[src/rtl/dump_pkg.sv]
// Shared definitions for the debug-dump collector: FSM state codes and the
// base addresses of the PC / register / memory sections of the image.
package dump_pkg;

    typedef enum logic [2:0] {
        ST_IDLE = 3'd0,
        ST_PC   = 3'd1,
        ST_REGS = 3'd2,
        ST_MEM  = 3'd3,
        ST_DONE = 3'd4
    } state_e;

    localparam int PC_ADDR  = 0;
    localparam int REG_BASE = 1;

    // Memory section starts right after the PC word and the register block.
    function automatic int mem_base(input int num_regs);
        return 1 + num_regs;
    endfunction

endpackage

[src/rtl/byte_word_packer.sv]
// Assembles BYTE_WIDTH strobes into DATA_WIDTH words. word_o already includes
// the byte presented this cycle, so the word can be stored on the same edge
// that samples the final strobe.
module byte_word_packer #(
    parameter int DATA_WIDTH = 32,
    parameter int BYTE_WIDTH = 8,
    parameter int MSB_FIRST  = 0
) (
    input  logic                  clk_i,
    input  logic                  rst_ni,
    input  logic                  clr_i,
    input  logic                  byte_vld_i,
    input  logic [BYTE_WIDTH-1:0] byte_i,
    output logic [DATA_WIDTH-1:0] word_o,
    output logic                  word_vld_o
);
    localparam int BPW = DATA_WIDTH / BYTE_WIDTH;
    localparam int CW  = (BPW > 1) ? $clog2(BPW) : 1;

    logic [CW-1:0]         cnt_q, cnt_d;
    logic [DATA_WIDTH-1:0] acc_q, acc_d;
    logic                  last;

    assign last = (cnt_q == CW'(BPW - 1));

    // Merge the incoming byte into the partial word (slot write or shift-in).
    always_comb begin
        acc_d = acc_q;
        if (MSB_FIRST != 0) begin
            acc_d = (acc_q << BYTE_WIDTH) | DATA_WIDTH'(byte_i);
        end else begin
            for (int k = 0; k < BPW; k++) begin
                if (cnt_q == CW'(k)) acc_d[k*BYTE_WIDTH +: BYTE_WIDTH] = byte_i;
            end
        end
    end

    // Byte position: cleared by resync, wraps after the last byte of a word.
    always_comb begin
        cnt_d = cnt_q;
        if (clr_i)           cnt_d = '0;
        else if (byte_vld_i) cnt_d = last ? '0 : cnt_q + 1'b1;
    end

    // Stale slots need no clearing: every slot is rewritten before word_vld_o.
    always_ff @(posedge clk_i or negedge rst_ni) begin
        if (!rst_ni) begin
            cnt_q <= '0;
            acc_q <= '0;
        end else begin
            cnt_q <= cnt_d;
            if (byte_vld_i && !clr_i) acc_q <= acc_d;
        end
    end

    assign word_o     = acc_d;
    assign word_vld_o = byte_vld_i && !clr_i && last;

endmodule

[src/rtl/uart_dump_collector.sv]
// Receive-side collector for the debug dump stream: packs UART bytes into
// words, files them into a PC / register / memory image, and exposes the
// image through a registered read port. Adds arm, idle timeout and done pulse.
module uart_dump_collector
    import dump_pkg::*;
#(
    parameter int DATA_WIDTH     = 32,
    parameter int BYTE_WIDTH     = 8,
    parameter int NUM_REGS       = 32,
    parameter int MEM_WORDS      = 32,
    parameter int MSB_FIRST      = 0,
    parameter int TIMEOUT_CYCLES = 200000,
    localparam int TOTAL = 1 + NUM_REGS + MEM_WORDS,
    localparam int AW    = $clog2(TOTAL + 1)
) (
    input  logic                  i_clock,
    input  logic                  i_reset,
    input  logic                  i_arm,
    input  logic                  i_rx_done,
    input  logic [BYTE_WIDTH-1:0] i_rx_data,
    input  logic [AW-1:0]         i_rd_addr,
    output logic [DATA_WIDTH-1:0] o_rd_data,
    output logic [DATA_WIDTH-1:0] o_pc,
    output logic [2:0]            o_state,
    output logic                  o_busy,
    output logic                  o_done,
    output logic                  o_timeout,
    output logic [AW-1:0]         o_word_count
);
    localparam int IW = (TOTAL > 1) ? $clog2(TOTAL) : 1;
    localparam int TW = (TIMEOUT_CYCLES > 1) ? $clog2(TIMEOUT_CYCLES) : 1;
    localparam logic [AW-1:0] MEM_BASE_A = AW'(mem_base(NUM_REGS));
    localparam logic [AW-1:0] TOTAL_A    = AW'(TOTAL);

    state_e                state_q;
    logic [AW-1:0]         wc_q, wc_d;
    logic [TW-1:0]         idle_q;
    logic [DATA_WIDTH-1:0] pc_q, rd_q;
    logic                  done_q, to_q;
    logic                  busy, byte_ok, to_fire;
    logic [DATA_WIDTH-1:0] word;
    logic                  word_vld;
    logic [DATA_WIDTH-1:0] image_q [TOTAL];

    assign busy    = (state_q == ST_PC) || (state_q == ST_REGS) || (state_q == ST_MEM);
    // Arm beats a coincident strobe; strobes outside a capture are dropped.
    assign byte_ok = busy && i_rx_done && !i_arm;
    assign to_fire = (TIMEOUT_CYCLES != 0) && busy && !i_rx_done && !i_arm &&
                     (idle_q == TW'(TIMEOUT_CYCLES - 1));
    assign wc_d    = wc_q + 1'b1;

    byte_word_packer #(
        .DATA_WIDTH (DATA_WIDTH),
        .BYTE_WIDTH (BYTE_WIDTH),
        .MSB_FIRST  (MSB_FIRST)
    ) u_packer (
        .clk_i      (i_clock),
        .rst_ni     (i_reset),
        .clr_i      (i_arm | to_fire),
        .byte_vld_i (byte_ok),
        .byte_i     (i_rx_data),
        .word_o     (word),
        .word_vld_o (word_vld)
    );

    // Capture FSM with word counter, idle timer and the PC/done/timeout flags.
    always_ff @(posedge i_clock or negedge i_reset) begin
        if (!i_reset) begin
            state_q <= ST_IDLE;
            wc_q    <= '0;
            idle_q  <= '0;
            pc_q    <= '0;
            done_q  <= 1'b0;
            to_q    <= 1'b0;
        end else begin
            done_q <= 1'b0;
            if (i_arm) begin
                state_q <= ST_PC;
                wc_q    <= '0;
                idle_q  <= '0;
                to_q    <= 1'b0;
            end else if (to_fire) begin
                state_q <= ST_IDLE;
                idle_q  <= '0;
                to_q    <= 1'b1;
            end else if (busy) begin
                idle_q <= i_rx_done ? '0 : idle_q + 1'b1;
                if (word_vld) begin
                    wc_q <= wc_d;
                    if (wc_q == AW'(PC_ADDR)) pc_q <= word;
                    // Section follows from how many words are now stored.
                    if (wc_d == TOTAL_A) begin
                        state_q <= ST_DONE;
                        done_q  <= 1'b1;
                    end else if (wc_d >= MEM_BASE_A) begin
                        state_q <= ST_MEM;
                    end else begin
                        state_q <= ST_REGS;
                    end
                end
            end
        end
    end

    // Image storage; left unreset so it maps onto plain RAM.
    always_ff @(posedge i_clock) begin
        if (word_vld) image_q[wc_q[IW-1:0]] <= word;
    end

    // Registered read; a same-cycle write is seen on the following read.
    always_ff @(posedge i_clock or negedge i_reset) begin
        if (!i_reset)                 rd_q <= '0;
        else if (i_rd_addr < TOTAL_A) rd_q <= image_q[i_rd_addr[IW-1:0]];
        else                          rd_q <= '0;
    end

    assign o_rd_data    = rd_q;
    assign o_pc         = pc_q;
    assign o_state      = state_q;
    assign o_busy       = busy;
    assign o_done       = done_q;
    assign o_timeout    = to_q;
    assign o_word_count = wc_q;

endmodule

[config.mk]
export PLATFORM = sky130hd
export DESIGN_NAME = uart_dump_collector
export DESIGN_NICKNAME = d
export VERILOG_FILES = /design/src/rtl/dump_pkg.sv /design/src/rtl/byte_word_packer.sv /design/src/rtl/uart_dump_collector.sv
export SDC_FILE = /design/constraint.sdc
export NUM_CORES = 2
export LEC_CHECK = 0
export CAP_MARGIN = 5
export CORE_MARGIN = 2
export CORE_UTILIZATION = 52
export DETAILED_ROUTE_END_ITERATION = 8
export PLACE_DENSITY = 0.68
export SLEW_MARGIN = 20
export SYNTH_ARGS = -nofsm -noshare
export SYNTH_HDL_FRONTEND = slang
export SYNTH_SLANG_ARGS = --single-unit
[constraint.sdc]
create_clock -name i_clock -period 9.1 [get_ports i_clock]
set_input_delay 1.365 -clock i_clock [delete_from_list [all_inputs] [get_ports i_clock]]
set_output_delay 1.365 -clock i_clock [all_outputs]
set_load 0.1 [all_outputs]
; ---- Word level (Yosys, flattened, before mapping)
; Memory sizes are Yosys's and may differ from the RTL's.
; Index checks and enable logic that the tools add are counted.
[totals]
ramBits = 2080
inputBits = 19
regBits = 128
n_memories = 1
out_inout_bits = 77
wordCells = 81
[mem_list]
columns = memory, depth, width, read_ports, rd_clocked_by_memory_dff, wr, line_no
row1 = image_q, 65, 32, 1, 0, 1, uart_dump_collector.sv:43  ; logic [DATA_WIDTH-1:0] image_q [TOTAL];
[classes]
reduce_logical = 23
n_addsub = 3
eq_ne = 9
muxes = 31
order_cmp = 2
n_bitwise = 3
[ops]
columns = cell, count
row1 = 2-to-1 mux 18 bit, 4
row2 = 2-to-1 mux 32 bit, 1
row3 = 2-to-1 mux 8 bit, 4
row4 = 2-to-1 mux 7 bit, 4
row5 = adder 18 x 1 -> 18 bit (second input constant), 1
row6 = equality test 18 bit (second input constant), 1
row7 = 2-to-1 mux 3 bit, 5
row8 = 2-to-1 mux 1 bit, 10
row9 = nonzero test 2 bit, 4
row10 = adder 7 x 1 -> 7 bit (second input constant), 1
row11 = equality test 7 bit (second input constant), 1
row12 = >= comparator 7 x 6 -> 1 bit (second input constant), 1
row13 = logical AND 1 bit, 7
row14 = logical NOT 7 bit, 1
row15 = less-than comparator 7 bit (second input constant), 1
row16 = equality test 3 x 2 -> 1 bit (second input constant), 2
row17 = 2-to-1 mux 2 bit, 3
row18 = nonzero test 3 bit, 2
row19 = AND reduction 5 bit, 1
row20 = equality test 2 bit (second input constant), 2
row21 = equality test 3 x 1 -> 1 bit (second input constant), 1
row22 = logical NOT 1 bit, 3
row23 = AND reduction 3 bit, 1
row24 = adder 2 x 1 -> 2 bit (second input constant), 1
row25 = 7 further kinds, 9

; ---- Longest topological paths before layout
[depth]
depth_word = 14
depth_mapped = 10
depth_no_buf = 6

; ---- By module
; A second synthesis with hierarchy kept.
[unflattened]
hier_cells = 4030
area_unflattened_um2 = 85316.8
[modules_own_cells]
columns = mod, cells_each, area_each_um2, seq_area_each_um2, n_inst
row1 = uart_dump_collector, 3912, 83536.4, 64812.2, 1
row2 = byte_word_packer, 118, 1780.5, 850.8, 1

; ---- Worst setup path after synthesis
; No wires, ideal clock.
[synth_path]
path_type = input port to flip-flop
from = input port i_arm
to = memory image_q[64][0], enable pin
required_time_ns = 8.599
n_path_buf = 1
cell_stages = 4
setup_slack_ns = 3.251
setup_ns = 0.501
t_arrival_ns = 5.348
path_cell_list = clkbuf_1 > nor4_2 > nand2_1 > nor4_1
[synth_via]
elab_chain_len = 9
elab_cells_between_ends = 10
cone_classes = mux: 2 / bitwise: 1 / reduce/logical: 7
[synth_lines]
columns = element, line_no
row1 = from (decl), uart_dump_collector.sv:18  ; input logic i_arm,
row2 = logical NOT 1 bit, "uart_dump_collector.sv:47, uart_dump_collector.sv:48"
row3 = logical AND 1 bit (2 in series), uart_dump_collector.sv:48  ; assign to_fire = (TIMEOUT_CYCLES != 0) && busy && !i_rx_done && !i_arm &&
row4 = OR 1 bit, uart_dump_collector.sv:59  ; .clr_i (i_arm | to_fire),
row5 = logical NOT 1 bit, byte_word_packer.sv:57  ; assign word_vld_o = byte_vld_i && !clr_i && last;
row6 = logical AND 1 bit (*) (2 in series), byte_word_packer.sv:57
row7 = 2-to-1 mux 1 bit (*), uart_dump_collector.sv:107  ; if (word_vld) image_q[wc_q[IW-1:0]] <= word;
row8 = 2-to-1 mux 1 bit (not written as such) (*), uart_dump_collector.sv:107
row9 = to (decl), uart_dump_collector.sv:43
; Every way passes the cells marked *; elsewhere a longest branch is shown, timed or not.

; ---- Worst setup path in the final report
[layout_path]
from = register state_q[1] (netlist: o_state[1])
to = output port o_busy
[layout_via]
elab_chain_len = 3
elab_cells_between_ends = 5
cone_classes = eq/ne: 3 / reduce/logical: 2
[layout_lines]
columns = element, line_no
row1 = from (decl), uart_dump_collector.sv:35  ; state_e state_q;
row2 = from (signal assigned), uart_dump_collector.sv:69  ; state_q <= ST_IDLE;
row3 = from (signal assigned), uart_dump_collector.sv:78  ; state_q <= ST_PC;
row4 = from (signal assigned), uart_dump_collector.sv:83  ; state_q <= ST_IDLE;
row5 = equality test 3 x 1 -> 1 bit or equality test 3 x 2 -> 1 bit (tied branches), uart_dump_collector.sv:45  ; assign busy = (state_q == ST_PC) || (state_q == ST_REGS) || (state_q == ST_MEM);
row6 = logical OR 1 bit, uart_dump_collector.sv:45
row7 = logical OR 1 bit (*), uart_dump_collector.sv:45
row8 = to (decl), uart_dump_collector.sv:25  ; output logic o_busy,
; Marks and branches as above.

==> metrics.cfg <==
[global_routing]
grtUsageTotal_pct=25.9
grt_pass1_vias=43100
grt_max_degree=83
antenna_found_initial=10
grt-ovfl-total=0
grt_pass1_wl_um=311000

[sta]
setup_slack_ns=4.46
finalCritPeriodShare_pct=51.0
setup_viol=0
hold_violations=0
slew_headroom_pct=25.9
worst_pin_slew_ns=1.11
slew_violations=0
clock_skew_ns=0.0417
rsz0062_at_grt=false
max_freq_mhz=215
fin_crit_ns=4.64
finalSetupTns_ns=0

[placed_design]
gp_congestion=0.836
port_buffers=95
pre_cts_ws_ns=3.71
dpl.hpwl_um=123000
dp_cells=6475
placed_cell_area_sq_mm=0.0901

[detailed_routing]
wl_met3_um=22200
ant_nets=0
drt_pass1_iterations=6
vias_per_cell=6.33
dr.max_layer_used=met4
wl_met2_um=98600
drtIter0Drc=5864
vias=43400
wirelength_met1_um=89000
wl_per_cell_um=31.6
drc=0
routed_wl_um=217000

[setup_path]
cp-startpoint=o_state[1]$_DFFE_PN0P_
arrival_ns=3.28
crit_path_top_delay_cell=clkdlybuf4s50_1
crit_path_start_kind=flop
cp_cell_sequence=o21bai_1, inv_1, clkdlybuf4s50_1
crit_type=flop to primary output
r2r_cells=5
path_max_fanout=11
slowest_delay_ns=1.05
timing.rr.start=u_packer.cnt_q[0]$_DFFE_PN0P_
required_ns=7.74
crit_path_end_kind=primary output
reg2reg_slack_ns=5.09

[clocking]
ctsResizeCount=0
cts_tree=built
hold_buffers=0
clock_tree.root_cell=clkbuf_16
htree_levels=4
cts.sinks=2208
numCtsBuffers=209
clockBufferDepth=3
post-cts-setup-buffers=0
clock_latency_ns=0.85
path_clk_slew_ns=0.06

[finish]
final_util_pct=59.4
fillers=11400
area_delta_synth_final_pct=13.2
drive_above_1_share_pct=21.1
final_nets=4537
final_cells=6859
final_cell_area_sq_mm=0.0968

[run_status]
outcome=finished, final reports clean

[power]
ir_drop_mv=0.232
clock_power_share_pct=37.6
seq_power_share_pct=52.8
switching_share_pct=23.9
powerDensity_mw_per_mm2=235
p_int_mw=17.3
leakagePower_nw=32.5
combPwrFrac_pct=9.6
switching_power_mw=5.45

[die]
coreArea_sq_mm=0.163
num_rows=148
initial_core_util_pct=52.4
die_w_um=410
io_pins=96
die_area_sq_mm=0.168
dieHeight_um=410

[hold_path]
min-delay-start=o_pc[28]$_DFFE_PN0P_
hp-class=flop to flop
hold_depth=1

[synth]
syn_area_sq_mm=0.0855
ys_seq_area_share_pct=76.8
ys.flop_type=edfxtp_1
ys_types=56
synth_edf_count=2080
ys_seq_elements=2208
async_reset_ff_share_pct=5.80
yosysWarnings=0
synthCells=4297
synthesis.nets=4323
avgSynthCellArea_sq_um=19.9

[run]
drv_cap=0

## Yosys cell counts (all sizes together) (7+ instances only)
library cell  count  share of area [%]
edfxtp         2080                 73
mux2i           495                5.8
mux4            298                7.8
a22oi           196                1.7
mux2            151                2.0
buf             138               0.83
dfrtp           128                3.7
nor2            128               0.56
nand3           123               0.72
clkbuf          105               0.46
nand2            97               0.43
a21oi            70               0.41
a31oi            57               0.42
nand2b           37               0.27
o311a            32               0.37
a221o            16               0.19
a22o             16               0.16
nor3             15              0.088
o21ai            15              0.088
inv              12              0.053
nor2b            12              0.088
xnor2            10               0.10
and2              7              0.051
ha                7               0.10
## power groups by stage
| stage | Combinational, mW | Sequential (mW) | Clock (mW) |
|---|---|---|---|
| final | 2.17 | 12.0 | 8.56 |
| after global routing | 2.28 | 12.0 | 9.03 |
| after CTS | 2.16 | 12.0 | 8.67 |
| after detailed placement | 2.16 | 12.2 | 0 |
| after global placement | 2.10 | 12.2 | 0 |
| after floorplan | 1.00 | 12.3 | 0 |
## kinds of logic (layout without fill, tap and decap cells)
kind of cell	Yosys count	after routing	share of synthesized area, %
xor+xnor	15	15	0.154
simple gates	452	452	2.49
buf+inv	255	639	1.34
other cells	0	3	0
compound gates	416	416	3.52
fa+ha+maj	7	7	0.102
mux	944	944	15.6
flops	2208	2208	76.8
## worst paths after layout
path / endpoint
worst max-delay path: o_busy
worst min-delay path: o_pc[28]$_DFFE_PN0P_
worst max register to register: image_q[56][8]$_DFFE_PP_
worst min register to register: o_pc[28]$_DFFE_PN0P_
max in group asynchronous: o_rd_data[27]$_DFF_PN0_
min in group asynchronous: o_pc[5]$_DFFE_PN0P_
## final cells by class
type | count | area [sq um] | area share (%)
flip-flops and latches | 2208 | 65700 | 67.8
multi-input cells | 1834 | 19300 | 19.9
clock buffers | 273 | 5690 | 5.88
well taps | 2175 | 2720 | 2.81
repair buffers | 246 | 2360 | 2.44
clock inverters | 108 | 1030 | 1.06
inverters | 12 | 45.0 | 0.0465
diodes | 3 | 7.51 | 0.00775
## placed cells by master, fill, tap and decap left out, types with 57 or more instances in the layout
cell type        instances
nor2_1                  65
nor2_4                  62
mux4_2                 298
clkdlybuf4s50_1         89
clkbuf_16              212
edfxtp_1              2080
a21oi_1                 70
mux2i_1                495
buf_4                  133
a22oi_1                196
dfrtp_1                128
mux2_2                 149
a31oi_1                 57
nand3_1                123
nand2_1                 97
## layer usage
layer  global-route usage, %  vias up
met5                       0        -
met4                    8.43        0
met3                    5.26      308
met2                    38.8     2341
met1                    38.5    22800
li1                        -    18000
## worst max-delay path: cells and delay by family (launching register included)
| family | cells | cell delay, ns |
|---|---|---|
| flip-flops | 1 | 0.41 |
| AO/OA/AOI/OAI | 1 | 0.69 |
| buffers and inverters | 2 | 1.33 |
## per-stage QoR
| stage | hold slack [ns] | power (mW) |
|---|---|---|
| finish | 0.503 | 22.8 |
| detailed placement | 0.492 | 14.4 |
| floorplan | 0.477 | 13.3 |
| global route | 0.516 | 23.3 |
| global placement | 0.485 | 14.3 |
| CTS | 0.506 | 22.8 |
## state kept, by name, indices dropped and copies added (netlist names)
register and flops:
o_rd_data 32, u_packer.cnt_q 2, o_state 3, o_word_count 7, idle_q 18, o_pc 32
image_q 2080, o_timeout 1, o_done 1, u_packer.acc_q 32
Power figures use the tool's default switching activity.
